**src/rtl/yuu_common_sync_fifo.sv**
```systemverilog
// rtl/yuu_common_sync_fifo.sv - parametrised single-clock FIFO with show-ahead or registered read
module yuu_common_sync_fifo #(
  parameter int DATA_WIDTH = 32,
  parameter int DEPTH      = 16,
  parameter int AFULL_TH   = DEPTH - 2,
  parameter int AEMPTY_TH  = 2,
  parameter bit SHOW_AHEAD = 1'b1
) (
  input  logic                       clk,
  input  logic                       rst,
  input  logic                       clr,
  input  logic                       wr_en,
  input  logic [DATA_WIDTH-1:0]      wr_data,
  input  logic                       rd_en,
  output logic [DATA_WIDTH-1:0]      rd_data,
  output logic                       rd_valid,
  output logic                       full,
  output logic                       empty,
  output logic                       almost_full,
  output logic                       almost_empty,
  output logic [$clog2(DEPTH):0]     count,
  output logic                       overflow,
  output logic                       underflow
);

  localparam int AW = $clog2(DEPTH);
  localparam int CW = AW + 1;

  logic [DATA_WIDTH-1:0] mem [DEPTH];
  logic [AW-1:0]         wr_ptr;
  logic [AW-1:0]         rd_ptr;
  logic                  wr_acc;
  logic                  rd_acc;

  // Acceptance is judged against the registered full/empty, so there is no
  // same-cycle pass-through and no combinational path into the flags.
  assign wr_acc = wr_en && !full;
  assign rd_acc = rd_en && !empty;

  // Status flags are plain decodes of the occupancy register.
  assign full         = (count == CW'(DEPTH));
  assign empty        = (count == '0);
  assign almost_full  = (count >= CW'(AFULL_TH));
  assign almost_empty = (count <= CW'(AEMPTY_TH));

  // Storage write; contents survive clr and rst by design.
  always_ff @(posedge clk) begin
    if (!rst && !clr && wr_acc) begin
      mem[wr_ptr] <= wr_data;
    end
  end

  // Pointers, occupancy and sticky error flags.
  always_ff @(posedge clk or posedge rst) begin
    if (rst) begin
      wr_ptr    <= '0;
      rd_ptr    <= '0;
      count     <= '0;
      overflow  <= 1'b0;
      underflow <= 1'b0;
    end else if (clr) begin
      wr_ptr    <= '0;
      rd_ptr    <= '0;
      count     <= '0;
      overflow  <= 1'b0;
      underflow <= 1'b0;
    end else begin
      if (wr_acc) wr_ptr <= wr_ptr + AW'(1);
      if (rd_acc) rd_ptr <= rd_ptr + AW'(1);
      case ({wr_acc, rd_acc})
        2'b10:   count <= count + CW'(1);
        2'b01:   count <= count - CW'(1);
        default: count <= count;
      endcase
      if (wr_en && full)  overflow  <= 1'b1;
      if (rd_en && empty) underflow <= 1'b1;
    end
  end

  generate
    if (SHOW_AHEAD) begin : g_show_ahead
      // Head word is presented directly; gated to zero while empty so the
      // output is defined after reset and does not expose stale entries.
      assign rd_data  = empty ? '0 : mem[rd_ptr];
      assign rd_valid = !empty;
    end else begin : g_registered
      logic [DATA_WIDTH-1:0] rd_data_q;
      logic                  rd_valid_q;

      // Registered read: capture the head on an accepted pop, pulse valid once.
      always_ff @(posedge clk or posedge rst) begin
        if (rst) begin
          rd_data_q  <= '0;
          rd_valid_q <= 1'b0;
        end else if (clr) begin
          rd_valid_q <= 1'b0;
        end else begin
          rd_valid_q <= rd_acc;
          if (rd_acc) rd_data_q <= mem[rd_ptr];
        end
      end

      assign rd_data  = rd_data_q;
      assign rd_valid = rd_valid_q;
    end
  endgenerate

endmodule

```
**config.mk**
```make
export PLATFORM = sky130hd
export DESIGN_NAME = yuu_common_sync_fifo
export DESIGN_NICKNAME = d
export VERILOG_FILES = /design/src/rtl/yuu_common_sync_fifo.sv
export SDC_FILE = /design/constraint.sdc
export NUM_CORES = 1
export LEC_CHECK = 0
export ABC_AREA = 0
export CELL_PAD_IN_SITES_DETAIL_PLACEMENT = 1
export CELL_PAD_IN_SITES_GLOBAL_PLACEMENT = 2
export CORE_ASPECT_RATIO = 0.9
export CORE_MARGIN = 2
export CORE_UTILIZATION = 51
export DETAILED_ROUTE_END_ITERATION = 16
export GPL_ROUTABILITY_DRIVEN = 0
export PLACE_DENSITY_LB_ADDON = 0.2
export SLEW_MARGIN = 20
export SYNTH_ARGS = -nofsm -noshare
export SYNTH_HDL_FRONTEND = slang
export SYNTH_SLANG_ARGS = --single-unit
export TNS_END_PERCENT = 20
```
**constraint.sdc**
```tcl
create_clock -name clk -period 6.3 [get_ports clk]
set_clock_uncertainty 0.05 [all_clocks]
set_input_delay 0.945 -clock clk [delete_from_list [all_inputs] [get_ports clk]]
set_output_delay 0.945 -clock clk [all_outputs]
set_load 0.03 [all_outputs]
```
---- Word-level counts from Yosys, hierarchy flattened ----
Memories as Yosys holds them, arrays and structs flattened.
Index checks and enable logic that the tools add are counted.
cells by class
  reduce and logical (&&, ||, !) cells .... 16
  $lt $le $gt $ge ......................... 2
  add/sub/neg operators ................... 4
  muxes and demuxes ....................... 13
  equal/unequal tests ..................... 3
operator list
  cell                                                 number
  two-way mux 32 bit                                   1
  two-way mux 4 bit                                    4
  case mux 5 bit (2 select lines)                      1
  adder 4 x 1 -> 4 bit, second input constant          2
  nonzero test 2 bit                                   4
  logical AND 1 bit                                    6
  two-way mux 1 bit                                    6
  adder 5 x 1 -> 5 bit, second input constant          1
  equality test 5 bit, second input constant           1
  >= comparator 5 x 4 -> 1 bit, second input constant  1
  <= comparator 5 x 2 -> 1 bit, second input constant  1
  zero test 5 bit                                      1
  two-way mux 5 bit                                    1
  subtractor 5 x 1 -> 5 bit, second input constant     1
  zero test 1 bit                                      4
  nonzero test 3 bit                                   1
  equality test 2 x 1 -> 1 bit, second input constant  1
  equality test 2 bit, second input constant           1
word-level totals
  RAM bits ................................ 512
  output and inout port bits .............. 44
  memories kept ........................... 1
  logic and storage cells ................. 44
  bits of input ports ..................... 37
  register bits ........................... 15
memory list
  memory  depth  width  rd ports  clocked after memory_dff  wr ports  line  text
  mem     16     32     1         0                         1         29    logic [DATA_WIDTH-1:0] mem [DEPTH];

---- Logic depth before layout (Yosys ltp) ----
  word-level depth ........................ 6
  depth in mapped cells ................... 11
  mapped depth without buffers ............ 9

---- Least setup slack after synthesis ----
Ideal clock, no wire load.
  path type ............................... in2reg
  from .................................... in clr
  to ...................................... mem mem[3][0] (enable)
  library setup time ...................... 461 ps
  stages .................................. 4
  setup slack ............................. 1,583 ps
  path buffers ............................ 1
  required time ........................... 5,789 ps
  arrival ................................. 4,207 ps
  cell sequence ........................... buf_1 a2111oi_0 nand2_1 nor3_1
between the ends
  longest elaborated chain between the ends .. 5
ends and longest elaborated chain
  element                                  line  text
  start: declaration                       11    input logic clr,
  zero test 1 bit                          48    if (!rst && !clr && wr_acc) begin
  logical AND 1 bit (2 in a row)           48
  two-way mux 1 bit                        48
  two-way mux 1 bit (implied by the code)  49    mem[wr_ptr] <= wr_data;
  end: declaration                         29
Every way passes these cells.

---- Worst setup path after layout ----
  from .................................... reg count[1]
  to ...................................... out rd_data[20]
between the ends
  longest elaborated chain between the ends .. 2
ends and longest elaborated chain
  element                   line  text
  start: declaration        21    output logic [$clog2(DEPTH):0] count,
  start signal: assignment  71    2'b10: count <= count + CW'(1);
  start signal: assignment  72    2'b01: count <= count - CW'(1);
  start signal: assignment  73    default: count <= count;
  zero test 5 bit           42    assign empty = (count == '0);
  two-way mux 32 bit        84    assign rd_data = empty ? '0 : mem[rd_ptr];
  end: declaration          15    output logic [DATA_WIDTH-1:0] rd_data,
Every way passes these cells.

==> results <==
- Synthesis inferred 527 register bits.
- The initial antenna violation count is 0.
- The total setup violations reported at the end of the flow is 0.
- The final cycle utilization of the critical path is 74.0%.
- The capturing element type of the critical path is an output pin.
- After detailed routing, the number of remaining DRC violations is 0.
- After the last flow step, the layout net total stands at 1080.
- The overall global routing resource usage is 23.6%.
- The TritonCTS clock tree is yes.
- The actual transition at the worst max-transition pin is 0.950 ns.
- The number of port buffers is 80.
- The finished layout holds 1611 standard cells, fillers aside.
- The critical path goes through or4_4, nor2_2, or2_2, o22ai_1, clkdlybuf4s50_1.
- The overall power is 9.68 mW.
- By area the synthesized netlist is led by sky130_fd_sc_hd__edfxtp_1, sky130_fd_sc_hd__mux4_2, sky130_fd_sc_hd__mux2i_1.
- Summed over all instances, the cell type with the most area after synthesis is sky130_fd_sc_hd__edfxtp_1.
- Summing the sequential cell areas from Yosys gives 76.9% of the chip area.
- The data required time at the worst endpoint is 5.30 ns.
- Data arrives at the worst endpoint at 3.67 ns.
- Per report_power, the sequential group accounts for 41.7% of the total.
- The stage delay of the slowest cell on the critical path is 0.76 ns.
- By startpoint and endpoint, the worst setup path is classified as reg -> out.
- The post-synthesis cell type count is 48.
- The effective utilization at floorplan is 51.8%.
- The core region is 39500 um^2.
- The maximum count of clock buffers along a single path is 3.
- The clock root buffer is sky130_fd_sc_hd__clkbuf_16.
- Among all stages on the critical path, the largest delay is contributed by sky130_fd_sc_hd__or2_2.
- Grouping stages by cell kind, the critical path spends the most delay in simple AND/OR/NAND/NOR gates.
- Counting every net in the synthesized netlist gives 965.
- The number of setup buffers added after CTS is 0.
- The cell internal power dissipation is 6.86 mW.
- The detail route stage leaves a number of antenna-violating nets equal to 0.
- The net switching power of the design is 2.82 mW.
- The worst pin sits at a relative slew slack of 36.7%.
- The number of enable-type register cells in the synthesized netlist is 512.
- The count of final max-slew check failures is 0.
- Ranked by instance count, the synthesized netlist is headed by sky130_fd_sc_hd__edfxtp_1, sky130_fd_sc_hd__mux4_2, sky130_fd_sc_hd__mux2i_1, sky130_fd_sc_hd__o22ai_1, sky130_fd_sc_hd__clkbuf_1.
- The worst-case IR drop observed on VDD is 221 uV.
- The first global-routing pass estimated 71500 um of wire.
- The peak fanout along the critical path is 32.
- After clock tree synthesis, the clock-pin slew on the worst setup and hold paths is 0.06 ns.
- The hold violation count in the final report is 0.
- The most used flip-flop cell after synthesis is sky130_fd_sc_hd__edfxtp_1.
- In this run, post-CTS repair resized a total of 0 instances.
- The worst hold slack across all endpoints is 0.451 ns.
- The total clock sinks is 527.
- In this run the number of H-tree levels came out at 2.
- The maximum achievable frequency is 214 MHz.
- The final wirelength is 47200 um.
- In this run switching power makes up 29.1% of total power.
- The mapped netlist covers 20500 um^2.
- The buffer and inverter count on the worst path is 1.
- After the first detailed-routing iteration, the DRC count stood at 836.
- From bottom edge to top edge, the die measures 194 um.
- The part of the total power dissipated in the clock network is 31.6%.
- The via count of the first global-routing pass is 10751.
- The most frequently used cell type in the post-synthesis netlist is sky130_fd_sc_hd__edfxtp_1.
- TritonCTS created 52 clock buffers.
- In this run the horizontal extent of the chip is 215 um.
- The routed length per placed instance is 29.3 um.
- The total half-perimeter wirelength after legalization and detailed placement is 27500 um.
- For this run, asynchronously set or reset flops after synthesis account for 2.85%.
- The share of cells above drive strength 1 is 24.4%.
- The floorplan has 69 rows.
- The fraction of power consumed by combinational cells is 26.7%.
- Before antenna repair, the detailed router went through 5 iterations.
- Synthesis handed over a netlist of 921 instances.
- The die covers 41800 um^2.
- In this run the count of I/O pins placed on the die edge is 81.
- The area fraction of the dominant cell type after synthesis is 75.1%.
- For this run, the number of Yosys warnings is 0.
- For this design, the CTS-stage hold fixing added 0 buffers.
- The clock period minus final worst setup slack is 4.66 ns.
- The setup slack of the critical path after layout is 1.64 ns.
- The number of placed instances with taps included is 1513.
- The routed via count divided by cell count is 6.05.
- After routing, the total negative slack on setup checks comes to 0 ns.
- The run finished with clean final reports.
- The clock insertion delay at the later pin of the skew report is 0.57 ns.
- The nature of the critical path startpoint is a flip-flop.
- The number of antenna diodes in the final layout is 0.
- The worst hold-check path type is reg -> reg.
- A synthesized cell averages 22.2 um^2.
- The routed layout has 9746 vias.
- The pre-CTS worst setup slack is 2.00 ns.
- The number of max-cap violations is 0.
- In this run the static leakage power is 7.31 nW.
- Setup repair after global routing left no endpoint under its margin.
- Entering global routing, the biggest net connects 52 pins.
- For this design the ratio of total power to cell area is 403 nW/um^2.
- For this run the aggregate overflow at the end of global routing stands at 0.
- Compared with the post-synthesis result, the final layout area differs by 17.2%.
==> layout by cell type, fill, tap and decap left out, types with 5 or more instances in the layout <==
master and count:
sky130_fd_sc_hd__clkbuf_16 54, sky130_fd_sc_hd__clkbuf_1 15, sky130_fd_sc_hd__dfrtp_1 12, sky130_fd_sc_hd__ha_1 7
sky130_fd_sc_hd__clkinv_1 11, sky130_fd_sc_hd__mux2i_1 68, sky130_fd_sc_hd__bufinv_16 5, sky130_fd_sc_hd__buf_4 21
sky130_fd_sc_hd__a21oi_1 7, sky130_fd_sc_hd__nor2_1 13, sky130_fd_sc_hd__buf_16 6, sky130_fd_sc_hd__nor2_4 12
sky130_fd_sc_hd__xor2_1 5, sky130_fd_sc_hd__o22ai_1 33, sky130_fd_sc_hd__clkinv_2 8, sky130_fd_sc_hd__clkdlybuf4s50_1 80
sky130_fd_sc_hd__mux4_2 128, sky130_fd_sc_hd__o21ai_0 5, sky130_fd_sc_hd__buf_12 9, sky130_fd_sc_hd__inv_1 6
sky130_fd_sc_hd__nand2_1 8, sky130_fd_sc_hd__edfxtp_1 512
==> path summary, 6_finish.rpt <==
check,from,depth (start not counted),endpoint,slack [ns]
setup / recovery,count[1]$_DFFE_PP0P_,5,rd_data[20],1.64
hold / removal,underflow$_DFFE_PP0P_,2,underflow$_DFFE_PP0P_,0.45
setup reg to reg,count[1]$_DFFE_PP0P_,9,count[4]$_DFFE_PP0P_,3.06
hold reg to reg,underflow$_DFFE_PP0P_,2,underflow$_DFFE_PP0P_,0.45
max in group asynchronous,rst,2,rd_ptr[0]$_DFFE_PP0P_,4.95
min in group asynchronous,rst,2,wr_ptr[0]$_DFFE_PP0P_,0.78
==> metrics by stage <==
stage | utilization (%) | cell area, um^2
after floorplan | - | 20500
after global placement | 55.7 | 22000
after detailed placement | 56.4 | 22300
after CTS | 60.7 | 24000
after global routing | 60.7 | 24000
final | 60.7 | 24000
==> cell families (layout without fill, tap and decap cells) <==
group	count (synthesis)	in the layout	share of synthesized area [%]
flops	527	527	76.9
mux	198	198	17.5
compound gates	65	65	2.08
buf+inv	61	219	1.37
simple gates	56	56	1.41
fa+ha+maj	7	7	0.428
xor+xnor	7	7	0.299
==> power by group through the flow <==
stage               Clock, mW  Sequential [mW]  Combinational [mW]
detailed placement          0             4.16                2.55
global placement            0             4.16                2.53
floorplan                   0             4.04                1.78
global route             3.25             4.05                2.75
finish                   3.06             4.04                2.59
CTS                      3.12             4.09                2.57
==> layout make-up <==
class                   count  area [um^2]
well taps                 532          666
clock buffers              69         1410
repair buffers            116         1300
flip-flops and latches    527        15800
fillers                  3279        15500
multi-input cells         333         4570
inverters                   6         22.5
clock inverters            28          270
==> per-layer routing <==
layer,vias up,global-route usage [%],part of all wire [%]
met4,0,6.39,2.2
li1,4129,-,-
met5,-,0,0
met3,72,4.93,6.3
met1,5208,34.2,43
met2,337,36.9,48
==> sequential cells by signal, indices dropped and copies added, names as in the netlist <==
register   cells
overflow       1
rd_ptr         4
count          5
wr_ptr         4
underflow      1
mem          512
==> tightest hold or removal path: cells and delay by family (launching register included) <==
family,cells,cell delay (ns)
AO/OA/AOI/OAI,1,0.04
flip-flops,1,0.34
AND/OR/NAND/NOR,1,0.08
(Power assumes the default switching activity.)
